File: config.mk
export PLATFORM = sky130hd
export DESIGN_NAME = panel_load_sequencer
export DESIGN_NICKNAME = d
export VERILOG_FILES = /design/src/rtl/panel_load_sequencer.sv
export SDC_FILE = /design/constraint.sdc
export NUM_CORES = 1
export LEC_CHECK = 0
export BUFFER_PORTS_ARGS = -buffer_cell sky130_fd_sc_hd__buf_4
export CELL_PAD_IN_SITES_DETAIL_PLACEMENT = 0
export CELL_PAD_IN_SITES_GLOBAL_PLACEMENT = 1
export CORE_ASPECT_RATIO = 1.1
export CORE_MARGIN = 1.5
export CORE_UTILIZATION = 44
export CTS_BUF_LIST = sky130_fd_sc_hd__clkbuf_8 sky130_fd_sc_hd__clkbuf_16
export DETAILED_ROUTE_END_ITERATION = 10
export GPL_TIMING_DRIVEN = 0
export MAX_ROUTING_LAYER = met4
export PLACE_DENSITY_LB_ADDON = 0.3
export SLEW_MARGIN = 0
export SYNTH_ARGS = -nofsm -noshare
export SYNTH_HDL_FRONTEND = slang
export SYNTH_SLANG_ARGS = --single-unit
export TNS_END_PERCENT = 10
File: constraint.sdc
create_clock -name clk -period 7.1 [get_ports clk]
set_input_delay 0.71 -clock clk [delete_from_list [all_inputs] [get_ports clk]]
set_output_delay 0.71 -clock clk [all_outputs]
set_load 0.03 [all_outputs]
File: src/rtl/panel_load_sequencer.sv
// Drives the Altair front-panel switches to load a program image byte by byte:
// stop, set address, examine, then deposit / deposit-next per byte, optionally run.
module panel_load_sequencer #(
  parameter int unsigned PULSE_CYCLES = 16,
  parameter int unsigned GAP_CYCLES   = 16,
  parameter int unsigned LEN_WIDTH    = 16
) (
  input  logic                 clk,
  input  logic                 reset,
  input  logic                 start,
  input  logic                 abort,
  input  logic [15:0]          base_addr,
  input  logic [LEN_WIDTH-1:0] prog_len,
  input  logic                 auto_run,
  output logic [LEN_WIDTH-1:0] img_addr,
  output logic                 img_rd,
  input  logic [7:0]           img_data,
  output logic                 busy,
  output logic                 done,
  output logic                 pause_sw,
  output logic [7:0]           addr_sense_sw,
  output logic [7:0]           data_addr_sw,
  output logic                 examine_sw,
  output logic                 deposit_sw,
  output logic                 deposit_next_sw
);

  typedef enum logic [3:0] {
    StIdle, StStop, StSetAddr, StExPulse, StExGap, StFetch, StCapture,
    StSetData, StDepPulse, StDepGap, StRun, StFinish
  } state_e;

  localparam logic [15:0] PulseLoad = 16'(PULSE_CYCLES - 1);
  localparam logic [15:0] GapLoad   = 16'(GAP_CYCLES - 1);

  state_e               state_q, state_d;
  logic [15:0]          timer_q, timer_d;
  logic [15:0]          base_q, base_d;
  logic [LEN_WIDTH-1:0] len_q, len_d;
  logic [LEN_WIDTH-1:0] idx_q, idx_d;
  logic                 auto_run_q, auto_run_d;
  logic                 run_phase_q, run_phase_d;
  logic                 pause_q, pause_d;
  logic [7:0]           addr_hi_q, addr_hi_d;
  logic [7:0]           data_q, data_d;
  logic                 timer_done;
  logic                 load_end;
  logic [LEN_WIDTH-1:0] idx_inc;

  assign timer_done = (timer_q == 16'd0);
  assign idx_inc    = idx_q + LEN_WIDTH'(1);

  always_ff @(posedge clk) begin
    if (!reset) begin
      state_q     <= StIdle;
      timer_q     <= '0;
      base_q      <= '0;
      len_q       <= '0;
      idx_q       <= '0;
      auto_run_q  <= 1'b0;
      run_phase_q <= 1'b0;
      pause_q     <= 1'b0;
      addr_hi_q   <= '0;
      data_q      <= '0;
    end else begin
      state_q     <= state_d;
      timer_q     <= timer_d;
      base_q      <= base_d;
      len_q       <= len_d;
      idx_q       <= idx_d;
      auto_run_q  <= auto_run_d;
      run_phase_q <= run_phase_d;
      pause_q     <= pause_d;
      addr_hi_q   <= addr_hi_d;
      data_q      <= data_d;
    end
  end

  always_comb begin
    state_d     = state_q;
    timer_d     = timer_done ? 16'd0 : timer_q - 16'd1;
    base_d      = base_q;
    len_d       = len_q;
    idx_d       = idx_q;
    auto_run_d  = auto_run_q;
    run_phase_d = run_phase_q;
    pause_d     = pause_q;
    addr_hi_d   = addr_hi_q;
    data_d      = data_q;
    load_end    = 1'b0;

    unique case (state_q)
      StIdle: begin
        if (start && !abort) begin
          base_d      = base_addr;
          len_d       = prog_len;
          auto_run_d  = auto_run;
          run_phase_d = 1'b0;
          pause_d     = 1'b1;
          timer_d     = GapLoad;
          state_d     = StStop;
        end
      end
      StStop: begin
        if (timer_done) begin
          addr_hi_d = base_q[15:8];
          data_d    = base_q[7:0];
          timer_d   = GapLoad;
          state_d   = StSetAddr;
        end
      end
      StSetAddr: begin
        if (timer_done) begin
          timer_d = PulseLoad;
          state_d = StExPulse;
        end
      end
      StExPulse: begin
        if (timer_done) begin
          timer_d = GapLoad;
          state_d = StExGap;
        end
      end
      StExGap: begin
        if (timer_done) begin
          if (run_phase_q) begin
            timer_d = GapLoad;
            state_d = StRun;
            // With a single-cycle run phase the stop switch must drop on entry.
            if (GAP_CYCLES <= 1) pause_d = 1'b0;
          end else if (len_q == '0) begin
            load_end = 1'b1;
          end else begin
            idx_d   = '0;
            state_d = StFetch;
          end
        end
      end
      StFetch: state_d = StCapture;
      StCapture: begin
        data_d  = img_data;
        timer_d = GapLoad;
        state_d = StSetData;
      end
      StSetData: begin
        if (timer_done) begin
          timer_d = PulseLoad;
          state_d = StDepPulse;
        end
      end
      StDepPulse: begin
        if (timer_done) begin
          timer_d = GapLoad;
          state_d = StDepGap;
        end
      end
      StDepGap: begin
        if (timer_done) begin
          idx_d = idx_inc;
          if (idx_inc == len_q) load_end = 1'b1;
          else                  state_d  = StFetch;
        end
      end
      StRun: begin
        // Release stop for the final cycle so the machine runs just before done.
        if (timer_q == 16'd1) pause_d = 1'b0;
        if (timer_done) state_d = StFinish;
      end
      StFinish: state_d = StIdle;
      default:  state_d = StIdle;
    endcase

    // End of image: either re-examine base to set the PC, or finish stopped.
    if (load_end) begin
      if (auto_run_q) begin
        run_phase_d = 1'b1;
        addr_hi_d   = base_q[15:8];
        data_d      = base_q[7:0];
        timer_d     = GapLoad;
        state_d     = StSetAddr;
      end else begin
        state_d = StFinish;
      end
    end

    if (abort && (state_q != StIdle)) begin
      state_d     = StIdle;
      timer_d     = '0;
      run_phase_d = 1'b0;
      pause_d     = pause_q;
      addr_hi_d   = addr_hi_q;
      data_d      = data_q;
      idx_d       = idx_q;
    end
  end

  assign busy            = (state_q != StIdle);
  assign done            = (state_q == StFinish);
  assign img_rd          = (state_q == StFetch);
  assign img_addr        = idx_q;
  assign pause_sw        = pause_q;
  assign addr_sense_sw   = addr_hi_q;
  assign data_addr_sw    = data_q;
  assign examine_sw      = (state_q == StExPulse);
  assign deposit_sw      = (state_q == StDepPulse) && (idx_q == '0);
  assign deposit_next_sw = (state_q == StDepPulse) && (idx_q != '0);

endmodule

# Word-level counts from Yosys, hierarchy flattened
# Cells that the tools add are included.
# op_classes
addsub	2
n_eq_ne	30
mux	49
bitwise	2
reduce_logical	19
# op_table
operator	count
$mux 16	11
$pmux 16 s4	1
$mux 4	14
$mux 8	7
$logic_not 16->1	3
$pmux 4 s11	1
$pmux 16 s2	1
$ne 3x3->1 const B	9
$add 16x1->16 const B	1
$eq 16x1->1 const B	1
$eq 16x16->1	1
$eq 4x3->1 const B	4
$eq 4x4->1 const B	4
$pmux 8 s2	1
$reduce_bool 16->1	1
$sub 16x1->16 const B	1
$ne 2x2->1 const B	6
$mux 1	11
$reduce_and 11->1	1
$eq 4x2->1 const B	2
$reduce_and 6->1	1
$reduce_or 5->1	1
$eq 4x1->1 const B	1
$logic_and 1x1->1	4
other kinds (11)	14
# word_totals
ff_bits	87
out_inout_bits	39

# Depth between registers and ports, before layout
# Gate-level depths: netlist (run 1).
# logic_depth
word_depth	7
ltp_mapped	12
depth_no_buf	10

# Least setup slack after synthesis (run 1)
# Ideal clock, no wire load.
# synth_path
path_kind	register to register
from	reg idx_q[0], in the netlist img_addr[0]
to	reg state_q[3]
setup_ns	0.116
arrival_time_ns	3.222
required_time_ns	6.984
slack_ns	3.762
path_stages_with_launch	11
n_path_buf	1
synth_period_minus_slack_ns	3.338
cell_sequence	dfxtp_1 -> ha_1 -> nand3_1 -> or4_1 -> nand2_1 -> nand4b_1 -> or4_1 -> clkbuf_1 -> o31ai_1 -> a21oi_1 -> a31o_1
# synth_between
elab_chain_cells	7
elab_cells_between_ends	18
classes_between	add/sub: 1; eq/ne: 12; mux: 4; reduce/logical: 1
# synth_lines
element	line	source
from (decl)	40	logic [LEN_WIDTH-1:0] idx_q, idx_d;
from (signal assigned)	70	idx_q <= idx_d;
$add 16x1->16 (*)	51	assign idx_inc = idx_q + LEN_WIDTH'(1);
$eq 16x16->1 (*)	160	if (idx_inc == len_q) load_end = 1'b1;
$mux 1	160	
$mux 1	158	if (timer_done) begin
$pmux 1 s2	92	unique case (state_q)
$ne 4x4->1 (no source line) (tied with other cells)	-	
$reduce_and 11->1 (no source line)	-	
to (signal assigned)	55	state_q <= StIdle;
to (signal assigned)	66	state_q <= state_d;
to (decl)	36	state_e state_q, state_d;
# Every way passes the cells marked *; elsewhere a longest branch is shown, timed or not.
# A chain may end at the register's enable or synchronous reset.

# Worst setup path in the final report (run 1)
# Same ends and word-level chain as after synthesis.

==> impl_metrics.csv, run 1 <==
group,metric,value,unit
timing,fin_crit,3.74,ns
routing,first_pass_iters,6,
logic_synthesis,synth_mux_area_frac,0.00211,
clock_network,clk_latency,0.34,ns
finish,syn2layout_area_growth,22.7,%
timing,fin_worst_skew,0.0115,ns
logic_synthesis,synthFlopType,"dfxtp_1",
clock_network,h-tree-depth,3,
timing,setup_viol,0,
global_routing,gr-usage-met3,0.0358,
logic_synthesis,yosys.area.top_type_share,0.367,
clock_network,post_cts_buffers,0,
global_routing,grt_pass1_wl,22600,um
global_routing,use_met1,0.334,
logic_synthesis,netlist_instances,637,
global_routing,antenna_found_initial,0,
finish,final_cell_mix,"111 x nand2_1, 87 x dfxtp_1, 82 x buf_4",
timing,fin_tns_setup,0,ns
global_routing,grt_busiest_layer,"met2",
critical_path,path_class,"reg2reg",
critical_path,path_cells,"ha_1 > nand3_1 > or4_1 > nand2_1 > nand4b_1 > or4_1 > clkbuf_1 > o31ai_1 > a21oi_1 > a31o_1",
routing,route.detailed.drc,0,
logic_synthesis,ys_top_cells_by_area,"dfxtp_1 37%, nand2_1 8.8%, a21oi_1 7.8%, o21ai_0 5.0%, xnor2_1 4.1%",
floorplan,die_area,0.0114,mm2
placement,dp_cells,862,
logic_synthesis,synth-xor-area-share,0.0646,
timing,max_slew.worst_pin.slew,0.908,ns
outcome,outcome,"complete, no violations",
logic_synthesis,synth-edff-count,0,
floorplan,coreArea,0.0104,mm2
logic_synthesis,ys_ff_latch,87,
placement,hpwl,10400,um
pwr,power.density,313,mW/mm2
critical_path,crit_required,7.33,ns
routing,avgViaCountPerCell,5.60,
finish,layout_commonest_cell,"nand2_1",
global_routing,first_global_vias,4621,
logic_synthesis,ys.warnings.count,0,
finish,diodes,0,
finish,fill_cells,1085,
clock_network,clockBufferDepth,2,
logic_synthesis,synth.distinct_cells,57,
floorplan,ios,84,
timing,slew_violations,0,
routing,antenna_left,0,
placement,gp_congestion,0.949,
pwr,vdd.ir_drop.worst,0.155,mV
logic_synthesis,synth_fa_ha_area_frac,0.0105,
timing,hold_viol_final,0,
logic_synthesis,synth_top_area_cell,"dfxtp_1",
critical_path,cp-start-kind,"register",
logic_synthesis,synth_compound_area_frac,0.208,
global_routing,grt_use_met2,0.408,
floorplan,die_w,102,um
logic_synthesis,synth-simple-area-share,0.300,
critical_path,cp_slowest_cell,"or4_1",
critical_path,max_stage_delay,0.63,ns
min_path,min_path_type,"reg2reg",
clock_network,clkTransAtPathRegs,0.07,ns
critical_path,cp_max_fo,9,
timing,rsz0062_at_grt,"false",
floorplan,start_util,0.454,
floorplan,fp-row-count,39,
timing,max_clock_freq,268,MHz
clock_network,cts_buffers,9,
routing,via_count,4913,
global_routing,grt_max_degree,17,
floorplan,fp.dieH,112,um
routing,wl,13800,um
timing,slew_headroom,0.390,
pwr,power.leakage,2.20,nW
clock_network,postCtsResizedCells,0,
logic_synthesis,synth_top_family_by_area,"simple AND/OR/NAND/NOR gates",
placement,portBuffers,82,
timing,fin_crit_sh,0.526,
finish,drive_gt1_frac,0.156,
global_routing,gr-usage-all-layers,0.254,
logic_synthesis,syn_area,0.00474,mm2
clock_network,clock-sinks,87,
critical_path,crit_arrival,3.97,ns
clock_network,cts_hold_buf,0,
flow_run,drv_cap,0,
clock_network,cts_tree,"done",
critical_path,cpMostUsedCell,"or4_1",
critical_path,cp-end-kind,"register",
routing,wl_per_cell,15.7,um
logic_synthesis,async_reset_ff_frac,0,
logic_synthesis,synth.net_count,686,
global_routing,grt-ovfl-total,0,
clock_network,cts-root-buf,"clkbuf_16",
finish,layout.nets,779,
logic_synthesis,avgSynthCellArea,7.45,um2
finish,stdcell_count,878,
routing,drt-initial-drc-count,308,
logic_synthesis,ys_seq_area_frac,0.367,
## where the power goes
part | switching [mW] | internal [mW]
Combinational | 0.434 | 0.284
Sequential | 0.0794 | 0.575
Clock | 0.210 | 0.241
Total | 0.724 | 1.10
## layout make-up
| class | count | area, um2 | share of cell area |
|---|---|---|---|
| Multi-Input combinational cell | 494 | 2770 | 0.477 |
| Buffer | 43 | 180 | 0.0310 |
| Inverter | 13 | 48.8 | 0.00838 |
| Sequential cell | 87 | 1740 | 0.299 |
| Clock inverter | 7 | 56.3 | 0.00967 |
| Clock buffer | 9 | 225 | 0.0387 |
| Timing Repair Buffer | 82 | 616 | 0.106 |
| Tap cell | 143 | 179 | 0.0307 |
## per-layer routing
metal  routed length (um)  vias to the layer above
li1                     -                     2462
met1                 6430                     2307
met2                 6620                      130
met3                  588                       14
met4                  135                        0
met5                    0                        -
## stage by stage
step                utilization  hold slack (ns)  instance area (um2)  power [mW]  setup slack [ns]
floorplan                     -            0.437                 4740        1.18              3.76
global placement          0.530            0.444                 5540        1.36              3.45
finish                    0.557            0.456                 5820        1.82              3.36
global route              0.557            0.472                 5820        1.95              3.04
CTS                       0.557            0.457                 5820        1.83              3.40
detailed placement        0.530            0.448                 5540        1.38              3.43
## state kept, by name (all words and copies together) (netlist names)
register	flops
run_phase_q	1
state_q	4
data_addr_sw	8
base_q	16
pause_sw	1
addr_sense_sw	8
timer_q	16
auto_run_q	1
len_q	16
img_addr	16
## worst max-delay path: cells and delay by family (launching register included)
kind | cells | cell delay, ns
simple gates | 5 | 1.61
compound gates | 3 | 0.98
flops | 1 | 0.52
fa+ha+maj | 1 | 0.32
buf+inv | 1 | 0.20
## logic make-up (layout without fill, tap and decap cells)
| group | Yosys count | in the layout |
|---|---|---|
| compound gates | 167 | 167 |
| xor+xnor | 35 | 35 |
| fa+ha+maj | 4 | 4 |
| buf+inv | 56 | 154 |
| flops | 87 | 87 |
| mux | 1 | 1 |
| simple gates | 287 | 287 |
## final timing paths
path,startpoint,to,cells past startpoint,slack [ns]
worst min-delay path,base_q[13]$_SDFFE_PN0P_,base_q[13]$_SDFFE_PN0P_,2,0.46
worst min register to register,base_q[13]$_SDFFE_PN0P_,base_q[13]$_SDFFE_PN0P_,2,0.46
worst max-delay path,img_addr[0]$_SDFFE_PN0P_,state_q[3]$_SDFFE_PP0P_,10,3.36
worst max register to register,img_addr[0]$_SDFFE_PN0P_,state_q[3]$_SDFFE_PP0P_,10,3.36
## synthesized netlist by cell type (9+ instances only)
library cell and number:
nor3_1 11, or4_1 9, dfxtp_1 87, o21ai_0 47, nand3_1 26, inv_1 12, clkbuf_1 34, or3_1 9
nor4_1 19, nor2_1 51, xor2_1 13, a31oi_1 13, nand2_1 111, nand4_1 10, xnor2_1 22, a21oi_1 74
No activity file was read; power rests on OpenSTA's default activity.
==> inputs of run 2 (changes only) <==
--- a/config.mk
+++ b/config.mk
@@ -10,7 +10,7 @@
 export CELL_PAD_IN_SITES_GLOBAL_PLACEMENT = 1
 export CORE_ASPECT_RATIO = 1.1
 export CORE_MARGIN = 1.5
-export CORE_UTILIZATION = 44
+export CORE_UTILIZATION = 37
 export CTS_BUF_LIST = sky130_fd_sc_hd__clkbuf_8 sky130_fd_sc_hd__clkbuf_16
 export DETAILED_ROUTE_END_ITERATION = 10
 export GPL_TIMING_DRIVEN = 0
==> constraint.sdc (replaced) <==
create_clock -name clk -period 3.1 [get_ports clk]
set_input_delay 0.31 -clock clk [delete_from_list [all_inputs] [get_ports clk]]
set_output_delay 0.31 -clock clk [all_outputs]
set_load 0.03 [all_outputs]
==> run 2 against run 1 <==
  * Non-clock buffer count rose by 16
  * Via count increased by 4.9%
  * Register-to-register slack lost 3.3 ns
  * Sequential share of layout area shrank 0.93 points
  * Critical path depth shrank 1
  * Hold slack got worse by 0.24 ns
  * Fmax up 21%
  * Setup slack worse by 3.3 ns
  * Wire length grew 8.0%
  * First-iteration DRC count grew 2.9%
  * Die area increased by 18%
  * Largest cell class unchanged
  * Highest routed layer unchanged
==> impl_metrics.csv, run 2 (synthesized netlist as in run 1, its figures left out) <==
group,metric,value,unit
finish,post-route-util,0.490,
routing,antenna_left,0,
clock_network,cts_tree,"done",
clock_network,clkTransAtPathRegs,0.06,ns
timing,fin_tns_setup,0,ns
timing,fin_crit,3.08,ns
global_routing,grt_max_degree,15,
critical_path,cp-end-kind,"register",
clock_network,cts_buffers,9,
routing,drt-initial-drc-count,317,
pwr,power.leakage,2.32,nW
pwr,power,4.24,mW
timing,hold_viol_final,0,
min_path,hold_depth,3,
clock_network,cts-root-buf,"clkbuf_16",
outcome,outcome,"complete, no violations",
critical_path,crit_arrival,3.30,ns
critical_path,cp_max_fo,6,
critical_path,cp-start-kind,"register",
timing,fin_worst_skew,0.00927,ns
global_routing,antenna_found_initial,0,
routing,first_pass_iters,5,
min_path,min_path_type,"in2reg",
timing,max_slew.worst_pin.slew,0.812,ns
placement,gp_congestion,0.975,
routing,avgViaCountPerCell,5.68,
timing,setup_viol,0,
routing,wl,14900,um
critical_path,cpMostUsedCell,"or4_4",
floorplan,coreArea,0.0125,mm2
timing,fin_crit_sh,0.993,
timing,rsz0062_at_grt,"true",
timing,slew_violations,0,
critical_path,path_class,"reg2reg",
finish,drive_gt1_frac,0.224,
clock_network,clk_latency,0.34,ns
placement,place_area,0.00558,mm2
floorplan,ios,84,
finish,layout_commonest_cell,"nand2_1",
timing,holdWs,0.216,ns
finish,layout.nets,795,
critical_path,cp_slowest_cell,"or4_4",
finish,ff_latch_area,0.00178,mm2
routing,wl_per_cell,16.4,um
finish,final_area,0.00614,mm2
critical_path,crit_required,3.32,ns
floorplan,die_area,0.0135,mm2
floorplan,start_util,0.378,
timing,max_clock_freq,325,MHz
flow_run,drv_cap,0,
finish,final_cell_mix,"109 x nand2_1, 106 x buf_4, 76 x dfxtp_1",
clock_network,clock-sinks,87,
placement,portBuffers,82,
critical_path,path_cells,"nand4_4 > or4_4 > or4_4 > a32oi_4 > o21ai_4 > o31a_1 > buf_4 > o21ai_0 > a31oi_1",
clock_network,h-tree-depth,3,
critical_path,max_stage_delay,0.58,ns
finish,multi_input_area,0.00289,mm2
clock_network,clockBufferDepth,2,
timing,slew_headroom,0.457,
routing,via_count,5155,
placement,hpwl,10800,um
finish,syn2layout_area_growth,29.4,%
pwr,power.density,690,mW/mm2
global_routing,gr-usage-all-layers,0.222,
global_routing,first_global_vias,4660,
finish,fill_cells,1268,
floorplan,die_w,111,um
routing,route.detailed.drc,0,
finish,diodes,0,
floorplan,fp.dieH,122,um
global_routing,grt-ovfl-total,0,
floorplan,fp-row-count,43,
critical_path,reg2regPathDepth,9,
pwr,vdd.ir_drop.worst,0.317,mV
global_routing,grt_pass1_wl,23400,um
-- run 2: routing by layer --
layer / vias up / global-route usage / part of all wire
li1: 2483 / - / -
met4: 0 / 0.103 / 0.022
met1: 2432 / 0.277 / 0.43
met3: 32 / 0.0328 / 0.066
met5: - / - / 0
met2: 208 / 0.358 / 0.48
-- run 2: path summary, 6_finish.rpt --
kind	slack, ns	start	to
setup / recovery	0.02	img_addr[7]$_SDFFE_PN0P_	data_addr_sw[1]$_SDFFE_PN0N_
setup reg to reg	0.02	img_addr[7]$_SDFFE_PN0P_	data_addr_sw[1]$_SDFFE_PN0N_
hold / removal	0.22	base_addr[9]	base_q[9]$_SDFFE_PN0P_
hold reg to reg	0.46	base_q[4]$_SDFFE_PN0P_	base_q[4]$_SDFFE_PN0P_
-- run 2: cell type report --
type | instances | area share
well taps | 157 | 0.0320
clock buffers | 10 | 0.0389
clock inverters | 5 | 0.00570
flip-flops and latches | 87 | 0.290
multi-input cells | 494 | 0.470
inverters | 13 | 0.00795
repair buffers | 108 | 0.131
plain buffers | 33 | 0.0240
-- run 2: report_power, final --
| group | internal (mW) | total (mW) | switching [mW] |
|---|---|---|---|
| Combinational | 0.699 | 1.73 | 1.03 |
| Clock | 0.561 | 1.02 | 0.456 |
| Sequential | 1.31 | 1.49 | 0.185 |
| Total | 2.57 | 4.24 | 1.67 |
-- run 2: repair_timing --
| item | in CTS | in global routing |
|---|---|---|
| setup buffers | 5 | 20 |
| resized for setup | 17 | 24 |
| gates cloned | 0 | 1 |
| pin swaps | 6 | 8 |
| hold buffers | 0 | 0 |
| endpoints found under the setup margin | 40 | 36 |
| endpoints found under the hold margin | 0 | 0 |
-- run 2: metrics by stage --
step | setup WS, ns | instances
floorplan | 0.000975 | 637
global placement | -0.378 | 876
detailed placement | -0.490 | 876
CTS | 0.00259 | 888
global route | -0.0733 | 907
finish | 0.0202 | 907
-- run 2: worst max-delay path, delay by kind of cell, from the launching register on --
kind	cells	cell delay, ns
AND/OR/NAND/NOR	3	1.26
AO/OA/AOI/OAI	5	1.12
flip-flops	1	0.39
buffers and inverters	1	0.18
==> inputs of run 3 (changes only) <==
--- a/config.mk
+++ b/config.mk
@@ -16,6 +16,7 @@
 export GPL_TIMING_DRIVEN = 0
 export MAX_ROUTING_LAYER = met4
 export PLACE_DENSITY_LB_ADDON = 0.3
+export RECOVER_POWER = 50
 export SLEW_MARGIN = 0
 export SYNTH_ARGS = -nofsm -noshare
 export SYNTH_HDL_FRONTEND = slang
==> run 3 against run 2 <==
  * Cell area down 1.2%
  * Fmax up 0.41%
  * Sequential share of layout area up 0.36 points
  * Final cell count unchanged
  * Critical path depth unchanged
  * Largest power group unchanged
  * Highest routed layer unchanged
==> impl_metrics.csv, run 3 (synthesized netlist as in run 1, its figures left out) <==
group,metric,value,unit
floorplan,ios,84,
timing,holdWs,0.215,ns
min_path,min_path_type,"in2reg",
global_routing,gr-usage-all-layers,0.222,
critical_path,cp-start-kind,"register",
pwr,vdd.ir_drop.worst,0.317,mV
timing,fin_worst_skew,0.00977,ns
clock_network,cts-root-buf,"clkbuf_16",
critical_path,path_cells,"nand4_4 > or4_4 > or4_4 > a32oi_4 > o21ai_4 > o31a_1 > buf_4 > o21ai_0 > a31oi_1",
clock_network,cts_hold_buf,0,
finish,final_cell_mix,"109 x nand2_1, 86 x buf_4, 76 x dfxtp_1",
critical_path,cpMostUsedCell,"or4_4",
routing,antenna_left,0,
finish,drive_gt1_frac,0.197,
timing,fin_ws,0.0329,ns
timing,max_clock_freq,326,MHz
critical_path,cp-end-kind,"register",
flow_run,drv_cap,0,
placement,place_area,0.00558,mm2
placement,portBuffers,82,
floorplan,start_util,0.378,
floorplan,die_area,0.0135,mm2
critical_path,crit_required,3.32,ns
min_path,hold_depth,3,
placement,pre_cts_ws,-0.490,ns
critical_path,r2r_slack,0.03,ns
routing,first_pass_iters,7,
placement,gp_congestion,0.975,
finish,diodes,0,
global_routing,antenna_found_initial,0,
floorplan,fp.dieH,122,um
finish,layout_commonest_cell,"nand2_1",
placement,dp_cells,876,
timing,fin_tns_setup,0,ns
critical_path,crit_arrival,3.29,ns
global_routing,grt_max_degree,15,
timing,rsz0062_at_grt,"true",
routing,via_count,5112,
global_routing,first_global_vias,4660,
floorplan,fp-row-count,43,
clock_network,h-tree-depth,3,
critical_path,reg2reg_to,"data_addr_sw[1]$_SDFFE_PN0N_",
timing,max_slew.worst_pin.slew,0.821,ns
routing,avgViaCountPerCell,5.64,
clock_network,clock-sinks,87,
global_routing,grt_pass1_wl,23400,um
critical_path,r2r-start,"img_addr[7]$_SDFFE_PN0P_",
min_path,min-delay-start,"base_addr[9]",
timing,fin_crit_sh,0.989,
floorplan,coreArea,0.0125,mm2
critical_path,reg2regPathDepth,9,
timing,slew_headroom,0.451,
critical_path,path_class,"reg2reg",
timing,setup_viol,0,
clock_network,clkTransAtPathRegs,0.07,ns
global_routing,grt-ovfl-total,0,
clock_network,cts_buffers,9,
placement,hpwl,10800,um
clock_network,clk_latency,0.34,ns
finish,final_area,0.00607,mm2
routing,wl_per_cell,16.4,um
timing,slew_violations,0,
pwr,power.density,694,mW/mm2
critical_path,cp_max_fo,6,
finish,layout.nets,795,
finish,syn2layout_area_growth,27.8,%
finish,stdcell_count,907,
pwr,power.leakage,2.23,nW
floorplan,die_w,111,um
routing,wl,14900,um
routing,route.detailed.drc,0,
timing,fin_crit,3.07,ns
timing,hold_viol_final,0,
clock_network,cts_tree,"done",
outcome,outcome,"complete, no violations",
clock_network,clockBufferDepth,2,
min_path,holdPathEnd,"base_q[9]$_SDFFE_PN0P_",
critical_path,max_stage_delay,0.58,ns
routing,drt-initial-drc-count,356,
critical_path,cp_slowest_cell,"or4_4",
-- run 3: critical path: cells and delay by family (launching register included) --
family                 cells  cell delay [ns]
AO/OA/AOI/OAI              5             1.10
AND/OR/NAND/NOR            3             1.27
buffers and inverters      1             0.18
flip-flops                 1             0.39
-- run 3: where the power goes --
group	switching (mW)	total [mW]	internal (mW)
combinational	1.03	1.70	0.673
sequential	0.185	1.49	1.31
clock	0.455	1.02	0.561
-- run 3: per-layer routing --
layer,part of all wire,GRT usage,up-vias
li1,-,-,2483
met1,0.44,0.277,2412
met2,0.48,0.358,183
met3,0.053,0.0328,34
met4,0.024,0.103,0
met5,0,-,-
-- run 3: worst max-delay path by stage --
stage                             start                            end  slack [ns]
5_1_grt        img_addr[7]$_SDFFE_PN0P_   data_addr_sw[7]$_SDFFE_PN0N_       -0.07
3_5_place_dp     timer_q[11]$_SDFF_PP0_       img_addr[6]$_SDFFE_PN0P_       -0.49
4_1_cts        img_addr[5]$_SDFFE_PN0P_   data_addr_sw[7]$_SDFFE_PN0N_       0.003
2_1_floorplan  img_addr[6]$_SDFFE_PN0P_  addr_sense_sw[0]$_SDFFE_PN0N_       0.001
3_3_place_gp   img_addr[0]$_SDFFE_PN0P_   data_addr_sw[6]$_SDFFE_PN0N_       -0.38
6_report       img_addr[7]$_SDFFE_PN0P_   data_addr_sw[1]$_SDFFE_PN0N_        0.03
-- run 3: final cells by class --
class,instances,area (um2)
fill,1294,6470
timing repair buffer,108,731
tap,157,196
multi-input combinational,494,2890
clock inverter,5,35.0
clock buffer,10,239
inverter,13,48.8
sequential,87,1780
buffer,33,148
-- run 3: timing repair --
item,CTS,global route
setup buffers,5,20
gates resized for setup,17,24
cloned,0,1
pin swaps,6,8
endpoints found under the hold margin,0,0
setup endpoints to repair,40,36
-- run 3: through the flow --
step / util / total power, mW
after floorplan: - / 2.72
after global placement: 0.445 / 3.13
after detailed placement: 0.445 / 3.17
after CTS: 0.473 / 4.24
after global routing: 0.484 / 4.50
final: 0.484 / 4.21
